--- config.mk ---
export PLATFORM = sky130hd
export DESIGN_NAME = clk_div_prog
export DESIGN_NICKNAME = d
export VERILOG_FILES = /design/src/rtl/clk_div_prog.sv
export SDC_FILE = /design/constraint.sdc
export NUM_CORES = 1
export LEC_CHECK = 0
export ABC_AREA = 1
export CORE_UTILIZATION = 34
export CTS_CLUSTER_DIAMETER = 120
export CTS_CLUSTER_SIZE = 8
export DETAILED_ROUTE_END_ITERATION = 6
export RECOVER_POWER = 25
export REMOVE_ABC_BUFFERS = 1
export SYNTH_ARGS = -nofsm -noshare
export SYNTH_HDL_FRONTEND = slang
export SYNTH_SLANG_ARGS = --single-unit
--- constraint.sdc ---
create_clock -name clk_in -period 8.1 [get_ports clk_in]
set_input_delay 1.215 -clock clk_in [delete_from_list [all_inputs] [get_ports clk_in]]
set_output_delay 1.215 -clock clk_in [all_outputs]
set_load 0.05 [all_outputs]
--- src/rtl/clk_div_prog.sv ---
// clk_div_prog: run-time programmable integer clock divider.
//   Produces clk_out with a period of exactly N clk_in cycles (N >= 2), a
//   one-cycle tick at the start of each high phase, and glitch-free ratio
//   changes. A new divisor is held pending and only takes effect at the next
//   period boundary, or on the next edge when the divider is idle.
//
// Optional build macro: CLK_DIV_ODD_DUTY50_EN
//   When defined, odd N gets an exact 50% duty cycle. A negedge flop
//   stretches a shortened posedge high window by half a clk_in cycle.
//
// Ports:
//   clk_in    source clock
//   rst_n     asynchronous active-low reset
//   en        run request (level); a stop only takes effect at the period wrap
//   div_val   new divisor N, clamped to >= 2
//   div_load  single-cycle load qualifier, accepted only while busy is low
//   busy      a loaded divisor is pending
//   div_ack   one-cycle pulse on the cycle the new divisor takes effect
//   clk_out   divided clock
//   tick      one-cycle pulse on the first clk_in cycle of each high phase
//   running   high while the divider is in RUN
module clk_div_prog #(
    parameter int unsigned WIDTH       = 24,
    parameter int unsigned DIV_DEFAULT = 27
) (
    input  logic             clk_in,
    input  logic             rst_n,
    input  logic             en,
    input  logic [WIDTH-1:0] div_val,
    input  logic             div_load,
    output logic             busy,
    output logic             div_ack,
    output logic             clk_out,
    output logic             tick,
    output logic             running
);

    localparam logic [WIDTH-1:0] DIV_RST =
        (DIV_DEFAULT < 2) ? WIDTH'(2) : WIDTH'(DIV_DEFAULT);

    typedef enum logic {
        IDLE = 1'b0,
        RUN  = 1'b1
    } state_e;

    state_e           state_q;
    logic [WIDTH-1:0] cnt_q;
    logic [WIDTH-1:0] div_q;
    logic [WIDTH-1:0] pend_q;
    logic             busy_q;
    logic             ack_q;
    logic             pos_q;
    logic             tick_q;
    logic             run_q;

    logic [WIDTH-1:0] cnt_d;
    logic [WIDTH-1:0] hi_lim_c;
    logic             wrap_c;
    logic             load_ok_c;
    logic             apply_c;

    // Divisors below 2 cannot produce a toggling output.
    function automatic logic [WIDTH-1:0] clamp2(input logic [WIDTH-1:0] v);
        return (v < WIDTH'(2)) ? WIDTH'(2) : v;
    endfunction

    // Period bookkeeping; div_q is only ever replaced at a wrap or in IDLE,
    // so the compare below never sees a divisor change mid-period.
    always_comb begin
        cnt_d     = cnt_q + WIDTH'(1);
        wrap_c    = (cnt_q == (div_q - WIDTH'(1)));
        load_ok_c = div_load & ~busy_q;
        apply_c   = busy_q & ((state_q == IDLE) | wrap_c);
`ifdef CLK_DIV_ODD_DUTY50_EN
        // floor(N/2): the negedge flop adds the missing half cycle for odd N.
        hi_lim_c  = div_q >> 1;
`else
        // ceil(N/2) without overflowing at the top of the range.
        hi_lim_c  = (div_q >> 1) + {{(WIDTH-1){1'b0}}, div_q[0]};
`endif
    end

    // Control FSM with registered outputs.
    always_ff @(posedge clk_in or negedge rst_n) begin
        if (!rst_n) begin
            state_q <= IDLE;
            cnt_q   <= '0;
            div_q   <= DIV_RST;
            pend_q  <= DIV_RST;
            busy_q  <= 1'b0;
            ack_q   <= 1'b0;
            pos_q   <= 1'b0;
            tick_q  <= 1'b0;
            run_q   <= 1'b0;
        end else begin
            tick_q <= 1'b0;
            ack_q  <= 1'b0;

            // load_ok_c and apply_c are exclusive: one needs busy low, the other high.
            if (load_ok_c) begin
                pend_q <= clamp2(div_val);
                busy_q <= 1'b1;
            end
            if (apply_c) begin
                div_q  <= pend_q;
                busy_q <= 1'b0;
                ack_q  <= 1'b1;
            end

            case (state_q)
                IDLE: begin
                    cnt_q <= '0;
                    if (en) begin
                        state_q <= RUN;
                        pos_q   <= 1'b1;
                        tick_q  <= 1'b1;
                        run_q   <= 1'b1;
                    end else begin
                        pos_q   <= 1'b0;
                    end
                end
                RUN: begin
                    if (wrap_c) begin
                        cnt_q <= '0;
                        if (en) begin
                            pos_q  <= 1'b1;
                            tick_q <= 1'b1;
                        end else begin
                            state_q <= IDLE;
                            pos_q   <= 1'b0;
                            run_q   <= 1'b0;
                        end
                    end else begin
                        cnt_q <= cnt_d;
                        pos_q <= (cnt_d < hi_lim_c);
                    end
                end
                default: state_q <= IDLE;
            endcase
        end
    end

`ifdef CLK_DIV_ODD_DUTY50_EN
    logic neg_q;

    // Half-cycle extension of the high window, only for odd divisors.
    always_ff @(negedge clk_in or negedge rst_n) begin
        if (!rst_n) begin
            neg_q <= 1'b0;
        end else begin
            neg_q <= pos_q & div_q[0];
        end
    end

    assign clk_out = pos_q | neg_q;
`else
    assign clk_out = pos_q;
`endif

    assign busy    = busy_q;
    assign div_ack = ack_q;
    assign tick    = tick_q;
    assign running = run_q;

endmodule

==> results of run 1 <==
## through the flow
stage	area (µm²)	util (%)	hold WS (ps)
2_1_floorplan	5364	-	448.2
3_3_place_gp	5974	37.61	457.8
3_5_place_dp	5974	37.61	463.6
4_1_cts	6325	39.82	474.9
5_1_grt	6317	39.77	488.3
6_report	6317	39.77	472.3
## state kept, by name (all words and copies together) (netlist names)
signal   flops
cnt_q       24
div_q       24
pend_q      24
busy         1
clk_out      1
div_ack      1
running      1
state_q      1
tick         1
## cell usage in the layout, fill, tap and decap left out, types with 17 or more instances in the layout
| master | synthesis | layout |
|---|---|---|
| sky130_fd_sc_hd__nand2_1 | 217 | 217 |
| sky130_fd_sc_hd__o21ai_0 | 26 | 26 |
| sky130_fd_sc_hd__dfrtp_1 | 70 | 70 |
| sky130_fd_sc_hd__a21oi_1 | 17 | 17 |
| sky130_fd_sc_hd__ha_1 | 27 | 27 |
| sky130_fd_sc_hd__inv_1 | 112 | 112 |
| sky130_fd_sc_hd__xor2_1 | 41 | 41 |
| sky130_fd_sc_hd__nor2_1 | 80 | 80 |
| sky130_fd_sc_hd__nand3_1 | 63 | 63 |
| sky130_fd_sc_hd__clkdlybuf4s50_1 | 0 | 31 |
| sky130_fd_sc_hd__nor3_1 | 17 | 17 |
| sky130_fd_sc_hd__nand4_1 | 20 | 20 |
## final timing paths
kind	startpoint	end	cells after the start
setup / recovery	rst_n	cnt_q[21]	2
hold / removal	pend_q[0]	pend_q[0]	2
setup reg to reg	div_q[0]	clk_out	17
hold reg to reg	pend_q[0]	pend_q[0]	2
max in group clk_in	div_q[0]	clk_out	17
min in group asynchronous	rst_n	div_ack	1
## cell families (layout without fill, tap and decap cells)
group | after synthesis | in the layout | synth area share, %
buffers and inverters | 140 | 165 | 10.63
DFF | 78 | 78 | 35.52
adders and majority gates | 27 | 27 | 6.117
AOI/OAI and AO/OA | 50 | 50 | 4.825
xor gates and xnor gates | 51 | 51 | 8.088
and+or+nand+nor | 432 | 432 | 34.82
## worst register-to-register path, stage by stage (launching register included)
cell and delay [ps]:
sky130_fd_sc_hd__dfstp_2 580, sky130_fd_sc_hd__ha_1 180, sky130_fd_sc_hd__ha_1 180, sky130_fd_sc_hd__nand3_1 130, sky130_fd_sc_hd__nor3_2 180, sky130_fd_sc_hd__nand3_1 150, sky130_fd_sc_hd__nor2_1 180, sky130_fd_sc_hd__nand3_1 140
sky130_fd_sc_hd__nor2_2 180, sky130_fd_sc_hd__nand3_1 160, sky130_fd_sc_hd__nor3_2 170, sky130_fd_sc_hd__xor2_1 90, sky130_fd_sc_hd__ha_1 270, sky130_fd_sc_hd__nand2_1 60, sky130_fd_sc_hd__o21a_1 190, sky130_fd_sc_hd__o221a_2 220
sky130_fd_sc_hd__nand4_1 80, sky130_fd_sc_hd__nand2_1 50
## power breakdown
part	leakage, nW	total [W]	internal (W)	switching [W]
Sequential	1.04	0.000390	0.000390	0
Combinational	2.13	0.0000239	0.0000119	0.0000119
Clock	0.170	0.000480	0.000311	0.000169
## final cells by class
cell class	instances	area (µm²)	area share, %
multi-input cells	560	2974	47.08
well taps	216	270.3	4.278
inverters	114	427.9	6.774
clock inverters	5	107.6	1.703
flip-flops and latches	78	1962	31.06
clock buffers	11	242.7	3.842
repair buffers	35	332.8	5.268
## metal layers
metal | global-route usage, % | share of wire, % | vias to the layer above
met3 | 2.271 | 2.7 | 18
li1 | - | - | 2484
met4 | 6.224 | 2.1 | 0
met2 | 25.55 | 44 | 66
met5 | 0 | 0 | -
met1 | 23.83 | 51 | 2123
==> tab_implementation.tex, run 1 <==
\begin{tabular}{lr}
\hline
Metric & Value \\
\hline
\multicolumn{2}{l}{\textbf{Synth}} \\
\quad Mean post-synth cell area & 7.099 µm² \\
\quad Area share of the largest cell type after synthesis & 31.72\% \\
\quad Post-synthesis async set-or-reset flop share & 100.0\% \\
\quad Post-synthesis instance area & 0.005523 mm² \\
\quad Unique masters post-synth & 34 \\
\quad Number of enable flip-flop cells after synthesis & 0 \\
\quad Top cells by area in the synthesized netlist & sky130\_fd\_sc\_hd\_\_dfrtp\_1 32\%, sky130\_fd\_sc\_hd\_\_nand2\_1 15\%, sky130\_fd\_sc\_hd\_\_inv\_1 7.6\%, sky130\_fd\_sc\_hd\_\_xor2\_1 6.5\%, sky130\_fd\_sc\_hd\_\_ha\_1 6.1\% \\
\quad Leading area contributor after synthesis & sky130\_fd\_sc\_hd\_\_dfrtp\_1 \\
\quad Prevailing post-synth register cell & sky130\_fd\_sc\_hd\_\_dfrtp\_1 \\
\quad Post-synthesis cell count & 778 \\
\quad Commonest cells in the synthesized netlist & 217 x sky130\_fd\_sc\_hd\_\_nand2\_1, 112 x sky130\_fd\_sc\_hd\_\_inv\_1, 80 x sky130\_fd\_sc\_hd\_\_nor2\_1 \\
\quad Total number of yosys warnings & 0 \\
\quad Most numerous cell in the Yosys netlist & sky130\_fd\_sc\_hd\_\_nand2\_1 \\
\quad Number of register bits inferred by synthesis & 78 \\
\quad Proportion of synthesized chip area in sequential cells & 35.52\% \\
\multicolumn{2}{l}{\textbf{Setup path}} \\
\quad Library cell contributing the largest single delay on the critical path & sky130\_fd\_sc\_hd\_\_clkbuf\_1 \\
\quad Critical path cell sequence & clkbuf\_1, clkbuf\_1 \\
\quad Worst endpoint data arrival time & 4370 ps \\
\quad Kind of cell with the highest combined delay on the critical path & buffers and inverters \\
\quad Buf+Inv Stages, Crit Path & 2 \\
\quad Worst Setup End Kind & asynchronous set/reset pin \\
\quad Critical Path Most Common Cell & sky130\_fd\_sc\_hd\_\_clkbuf\_1 \\
\quad Delay of the slowest cell on the worst path & 2040 ps \\
\quad Worst EP required & 7940 ps \\
\quad Maximum fanout along the worst path & 51 \\
\quad Worst reg-to-reg setup slack & 4780 ps \\
\quad Launching element type of the critical path & input pin \\
\quad Path type of the worst setup path & input pin to asynchronous set/reset pin \\
\multicolumn{2}{l}{\textbf{Hold path}} \\
\quad Min-delay worst type & flop to flop \\
\multicolumn{2}{l}{\textbf{Clocking}} \\
\quad Resized Gates After CTS & 0 \\
\quad Insertion delay of the later-clocked pin in the worst-skew pair & 340 ps \\
\quad Number of hold buffers added after cts & 0 \\
\quad CTS tree & built \\
\quad Clock tree root buffer cell & sky130\_fd\_sc\_hd\_\_clkbuf\_16 \\
\quad Sinks on Clock Net & 78 \\
\quad Clock buffers created by TritonCTS & 9 \\
\quad Max clock buf depth & 2 \\
\quad Number of H-tree branching levels & 3 \\
\quad Buffers inserted by post-CTS timing repair & 0 \\
\quad CTS clk-pin slew, worst paths & 60 ps \\
\multicolumn{2}{l}{\textbf{STA}} \\
\quad Final Max Tran Viols & 80 \\
\quad Worst Max-Slew Pin Slew & 2777 ps \\
\quad Headroom to the max-slew limit & -85.13\% \\
\quad Unrepaired setup endpoints after global routing & false \\
\quad Number of endpoints with negative hold slack in the final report & 0 \\
\quad Total Negative Setup Slacks & 0 ps \\
\quad Ratio of final minimum period to clock period & 55.86\% \\
\quad Max Clk Rate & 221.0 MHz \\
\quad Minimum clock period & 4525 ps \\
\quad Setup slack of the critical path after layout & 3575 ps \\
\quad Worst clock skew on the final layout & 9.346 ps \\
\quad Final number of setup-violating endpoints & 0 \\
\multicolumn{2}{l}{\textbf{Placed design}} \\
\quad Worst Setup Slack post-DPL & 4785 ps \\
\quad Post-placement cell count & 1003 \\
\quad HPWL after DPL & 9862 µm \\
\quad Number of port buffers & 32 \\
\quad Routability congestion estimate & 0.8448 \\
\multicolumn{2}{l}{\textbf{GRT}} \\
\quad Wire length of the first global-routing pass & 21720 µm \\
\quad Overall global routing resource usage & 16.67\% \\
\quad Sum of overflow across all layers after global routing & 0 \\
\quad Largest net degree at the start of global routing & 53 \\
\quad Number of global-route vias before repair & 4365 \\
\quad Antenna violations before repair & 0 \\
\multicolumn{2}{l}{\textbf{Route}} \\
\quad Via count & 4691 \\
\quad Wire length after detailed routing & 12770 µm \\
\quad Drt first-iter violations & 178 \\
\quad Drt via density & 4.604 \\
\quad Number of remaining DRC errors & 0 \\
\quad Total iterations of the first detailed-routing run & 5 \\
\quad WL per Instance & 12.53 µm \\
\quad Antenna viol nets, final & 0 \\
\multicolumn{2}{l}{\textbf{Final layout}} \\
\quad Count of placed standard cells in the final layout, fillers left out & 1019 \\
\quad Proportion of layout cells with a drive suffix above 1 & 6.227\% \\
\quad Net count of the finished layout & 853 \\
\quad Number of inserted filler cells in the final layout & 1713 \\
\quad N\_diodes & 0 \\
\quad Growth of design area from synthesis to finish & 14.39\% \\
\multicolumn{2}{l}{\textbf{Floorplan}} \\
\quad Width of the die & 129.5 µm \\
\quad FP Rows & 46 \\
\quad Overall die height & 129.5 µm \\
\quad Initial core utilization & 34.77\% \\
\quad Die area & 0.01676 mm² \\
\quad Area of the core region & 0.01589 mm² \\
\quad Boundary Pins & 33 \\
\multicolumn{2}{l}{\textbf{Power and ir drop}} \\
\quad Reported leakage power & 3.337 nW \\
\quad Total Power Consumption & 0.0008934 W \\
\quad Power per Cell Area & 141.4 mW/mm² \\
\quad Maximum vdd ir drop & 0.08225 mV \\
\multicolumn{2}{l}{\textbf{Status}} \\
\quad Violations in the final reports & capacitance limit, slew limit \\
\quad Status & finished with violations \\
\multicolumn{2}{l}{\textbf{Job}} \\
\quad Number of violations of the max-capacitance limit & 2 \\
\hline
\end{tabular}
Power figures use the tool's default switching activity.
==> run 2, diff against run 1 <==
clock period = 3.8 ns   (was 8.1 ns; I/O delays follow)
==> run 2 against run 1 <==
Clock skew about the same. Clock-buffer cell count increased by 2. The flow still finishes with violations (capacitance limit, slew limit). Utilization decreased by 0.36 points. Setup slack got worse by 3100 ps. Register-to-register slack got worse by 4300 ps. Clock power increased by 69%. Routed wire length decreased by 0.68%.
==> tab_implementation.tex, run 2 (synthesized netlist as in run 1, its figures left out) <==
\begin{tabular}{lr}
\hline
Metric & Value \\
\hline
\multicolumn{2}{l}{\textbf{Route}} \\
\quad Via count & 4739 \\
\quad Drt first-iter violations & 252 \\
\quad Number of remaining DRC errors & 0 \\
\quad Antenna viol nets, final & 0 \\
\quad Total iterations of the first detailed-routing run & 4 \\
\quad Drt via density & 4.642 \\
\quad WL per Instance & 12.42 µm \\
\quad Wire length after detailed routing & 12680 µm \\
\multicolumn{2}{l}{\textbf{Final layout}} \\
\quad N\_diodes & 0 \\
\quad Proportion of layout cells with a drive suffix above 1 & 6.460\% \\
\quad Commonest non-fill, non-tap cell in the layout & sky130\_fd\_sc\_hd\_\_nand2\_1 \\
\quad Largest registers & cnt\_q: 24 flops, div\_q: 24 flops, pend\_q: 24 flops \\
\quad Final std cell area, no fill & 0.006260 mm² \\
\quad Count of placed standard cells in the final layout, fillers left out & 1021 \\
\quad Growth of design area from synthesis to finish & 13.34\% \\
\quad Net count of the finished layout & 855 \\
\quad Top library cells by usage in the layout, fill and taps aside & 217 x sky130\_fd\_sc\_hd\_\_nand2\_1, 112 x sky130\_fd\_sc\_hd\_\_inv\_1, 80 x sky130\_fd\_sc\_hd\_\_nor2\_1, 70 x sky130\_fd\_sc\_hd\_\_dfrtp\_1, 63 x sky130\_fd\_sc\_hd\_\_nand3\_1 \\
\multicolumn{2}{l}{\textbf{Status}} \\
\quad Violations in the final reports & capacitance limit, slew limit \\
\quad Status & finished with violations \\
\multicolumn{2}{l}{\textbf{Placed design}} \\
\quad Placement Cell Area & 0.005989 mm² \\
\quad HPWL after DPL & 9838 µm \\
\quad Number of port buffers & 32 \\
\quad Routability congestion estimate & 0.8443 \\
\quad Post-placement cell count & 1005 \\
\multicolumn{2}{l}{\textbf{STA}} \\
\quad Worst hold-check slack & 467.0 ps \\
\quad Unrepaired setup endpoints after global routing & false \\
\quad Number of endpoints with negative hold slack in the final report & 0 \\
\quad Worst Max-Slew Pin Slew & 1991 ps \\
\quad Final Max Tran Viols & 79 \\
\quad Total Negative Setup Slacks & 0 ps \\
\quad Worst clock skew on the final layout & 8.899 ps \\
\quad Ratio of final minimum period to clock period & 87.63\% \\
\quad Minimum clock period & 3330 ps \\
\quad Headroom to the max-slew limit & -32.73\% \\
\quad Max Clk Rate & 300.3 MHz \\
\quad Final number of setup-violating endpoints & 0 \\
\multicolumn{2}{l}{\textbf{Floorplan}} \\
\quad Width of the die & 129.5 µm \\
\quad Die area & 0.01676 mm² \\
\quad Initial core utilization & 34.77\% \\
\quad FP Rows & 46 \\
\quad Area of the core region & 0.01589 mm² \\
\quad Boundary Pins & 33 \\
\quad Overall die height & 129.5 µm \\
\multicolumn{2}{l}{\textbf{Job}} \\
\quad Number of violations of the max-capacitance limit & 1 \\
\multicolumn{2}{l}{\textbf{Setup path}} \\
\quad Worst EP required & 4030 ps \\
\quad Critical Path Most Common Cell & sky130\_fd\_sc\_hd\_\_nand3\_1 \\
\quad Critical path cell sequence & ha\_1, ha\_1, nand3\_1, nor3\_2, nand3\_1, nor2\_1, nand3\_1, nor2\_2, nand3\_1, nor3\_2, xor2\_1, ha\_1, nand2\_1, o21a\_1, o221a\_2, nand4\_1, nand2\_1 \\
\quad R2r endpoint & clk\_out \\
\quad Kind of cell with the highest combined delay on the critical path & simple AND/OR/NAND/NOR gates \\
\quad Path type of the worst setup path & flop to flop \\
\quad Beginning of the worst register-to-register path & div\_q[0] \\
\quad Buf+Inv Stages, Crit Path & 0 \\
\quad Cell depth of the worst flop-to-flop path & 17 \\
\quad Worst endpoint data arrival time & 3560 ps \\
\quad Worst Setup End Kind & flop \\
\quad Library cell contributing the largest single delay on the critical path & sky130\_fd\_sc\_hd\_\_dfstp\_2 \\
\quad Launching element type of the critical path & flop \\
\quad Maximum fanout along the worst path & 5 \\
\quad Delay of the slowest cell on the worst path & 580 ps \\
\quad Worst reg-to-reg setup slack & 470 ps \\
\multicolumn{2}{l}{\textbf{GRT}} \\
\quad Sum of overflow across all layers after global routing & 0 \\
\quad Overall global routing resource usage & 16.21\% \\
\quad Number of global-route vias before repair & 4405 \\
\quad Antenna violations before repair & 0 \\
\quad Wire length of the first global-routing pass & 21170 µm \\
\quad Largest net degree at the start of global routing & 79 \\
\multicolumn{2}{l}{\textbf{Power and ir drop}} \\
\quad Reported leakage power & 3.320 nW \\
\quad Power per Cell Area & 270.7 mW/mm² \\
\quad Maximum vdd ir drop & 0.1935 mV \\
\multicolumn{2}{l}{\textbf{Clocking}} \\
\quad CTS clk-pin slew, worst paths & 60 ps \\
\quad Number of hold buffers added after cts & 0 \\
\quad Insertion delay of the later-clocked pin in the worst-skew pair & 350 ps \\
\quad CTS tree & built \\
\quad Clock buffers created by TritonCTS & 9 \\
\quad Sinks on Clock Net & 78 \\
\quad Max clock buf depth & 2 \\
\quad Clock tree root buffer cell & sky130\_fd\_sc\_hd\_\_clkbuf\_16 \\
\quad Number of H-tree branching levels & 3 \\
\quad Resized Gates After CTS & 0 \\
\quad Buffers inserted by post-CTS timing repair & 0 \\
\multicolumn{2}{l}{\textbf{Hold path}} \\
\quad Hold path depth & 2 \\
\quad Min-delay worst type & flop to flop \\
\quad Worst-case hold path end point & pend\_q[3] \\
\quad Origin of the worst min-delay path & pend\_q[3] \\
\hline
\end{tabular}
==> run 2: cell count changes in the layout (fill, tap and decap cells not counted), sizes merged <==
cell,delta
inv,+1
buf,+3
bufinv,-3
clkbuf,+1
==> run 2: how the worst max path moves through the flow <==
stage	from	endpoint	slack, ps	cells past startpoint
global route	div_q[0]	clk_out	160	17
floorplan	div_q[0]	clk_out	790	17
finish	div_q[0]	clk_out	470	17
detailed placement	div_q[0]	clk_out	440	17
CTS	div_q[0]	clk_out	430	17
global placement	div_q[0]	clk_out	540	17
==> run 2: metrics by stage <==
stage          setup slack [ps]  utilization (%)  power (W)
3_3_place_gp              538.8            37.70  0.0008988
4_1_cts                   428.0            39.42   0.001718
5_1_grt                   159.0            39.41   0.001750
6_report                  470.2            39.41   0.001694
3_5_place_dp              439.6            37.70  0.0008987
2_1_floorplan             791.8                -  0.0008517
==> run 2: cell type report <==
class / instances / area [µm²]
tap: 216 / 270.3
clock inverter: 3 / 22.52
sequential: 78 / 1962
multi-input combinational: 560 / 2974
clock buffer: 13 / 250.2
inverter: 114 / 427.9
timing repair buffer: 37 / 352.8
fill: 1734 / 9625
==> run 2: worst min-delay path: stages (launching register included) <==
cell and delay, ps:
sky130_fd_sc_hd__dfstp_2 360, sky130_fd_sc_hd__nand2_1 50, sky130_fd_sc_hd__nand2_1 50
==> run 2: metal layers <==
metal	track usage [%]	vias to the layer above	routed length, µm
met5	0	-	0
li1	-	2487	-
met1	22.26	2173	6577
met2	25.24	56	5512
met4	7.729	0	341
met3	2.147	23	253
==> run 2: power by group <==
group | switching [W] | internal (W) | total, W
logic | 0.0000256 | 0.0000254 | 0.0000510
registers | 0 | 0.000831 | 0.000831
clock network | 0.000349 | 0.000464 | 0.000812
==> run 3, diff against run 2 <==
CTS_CLUSTER_SIZE = not set   (was 8)
GPL_ROUTABILITY_DRIVEN = 0   (was not set)
==> results of run 3 <==
Same layout as run 2: the final DEF is identical, and so are final timing and power.
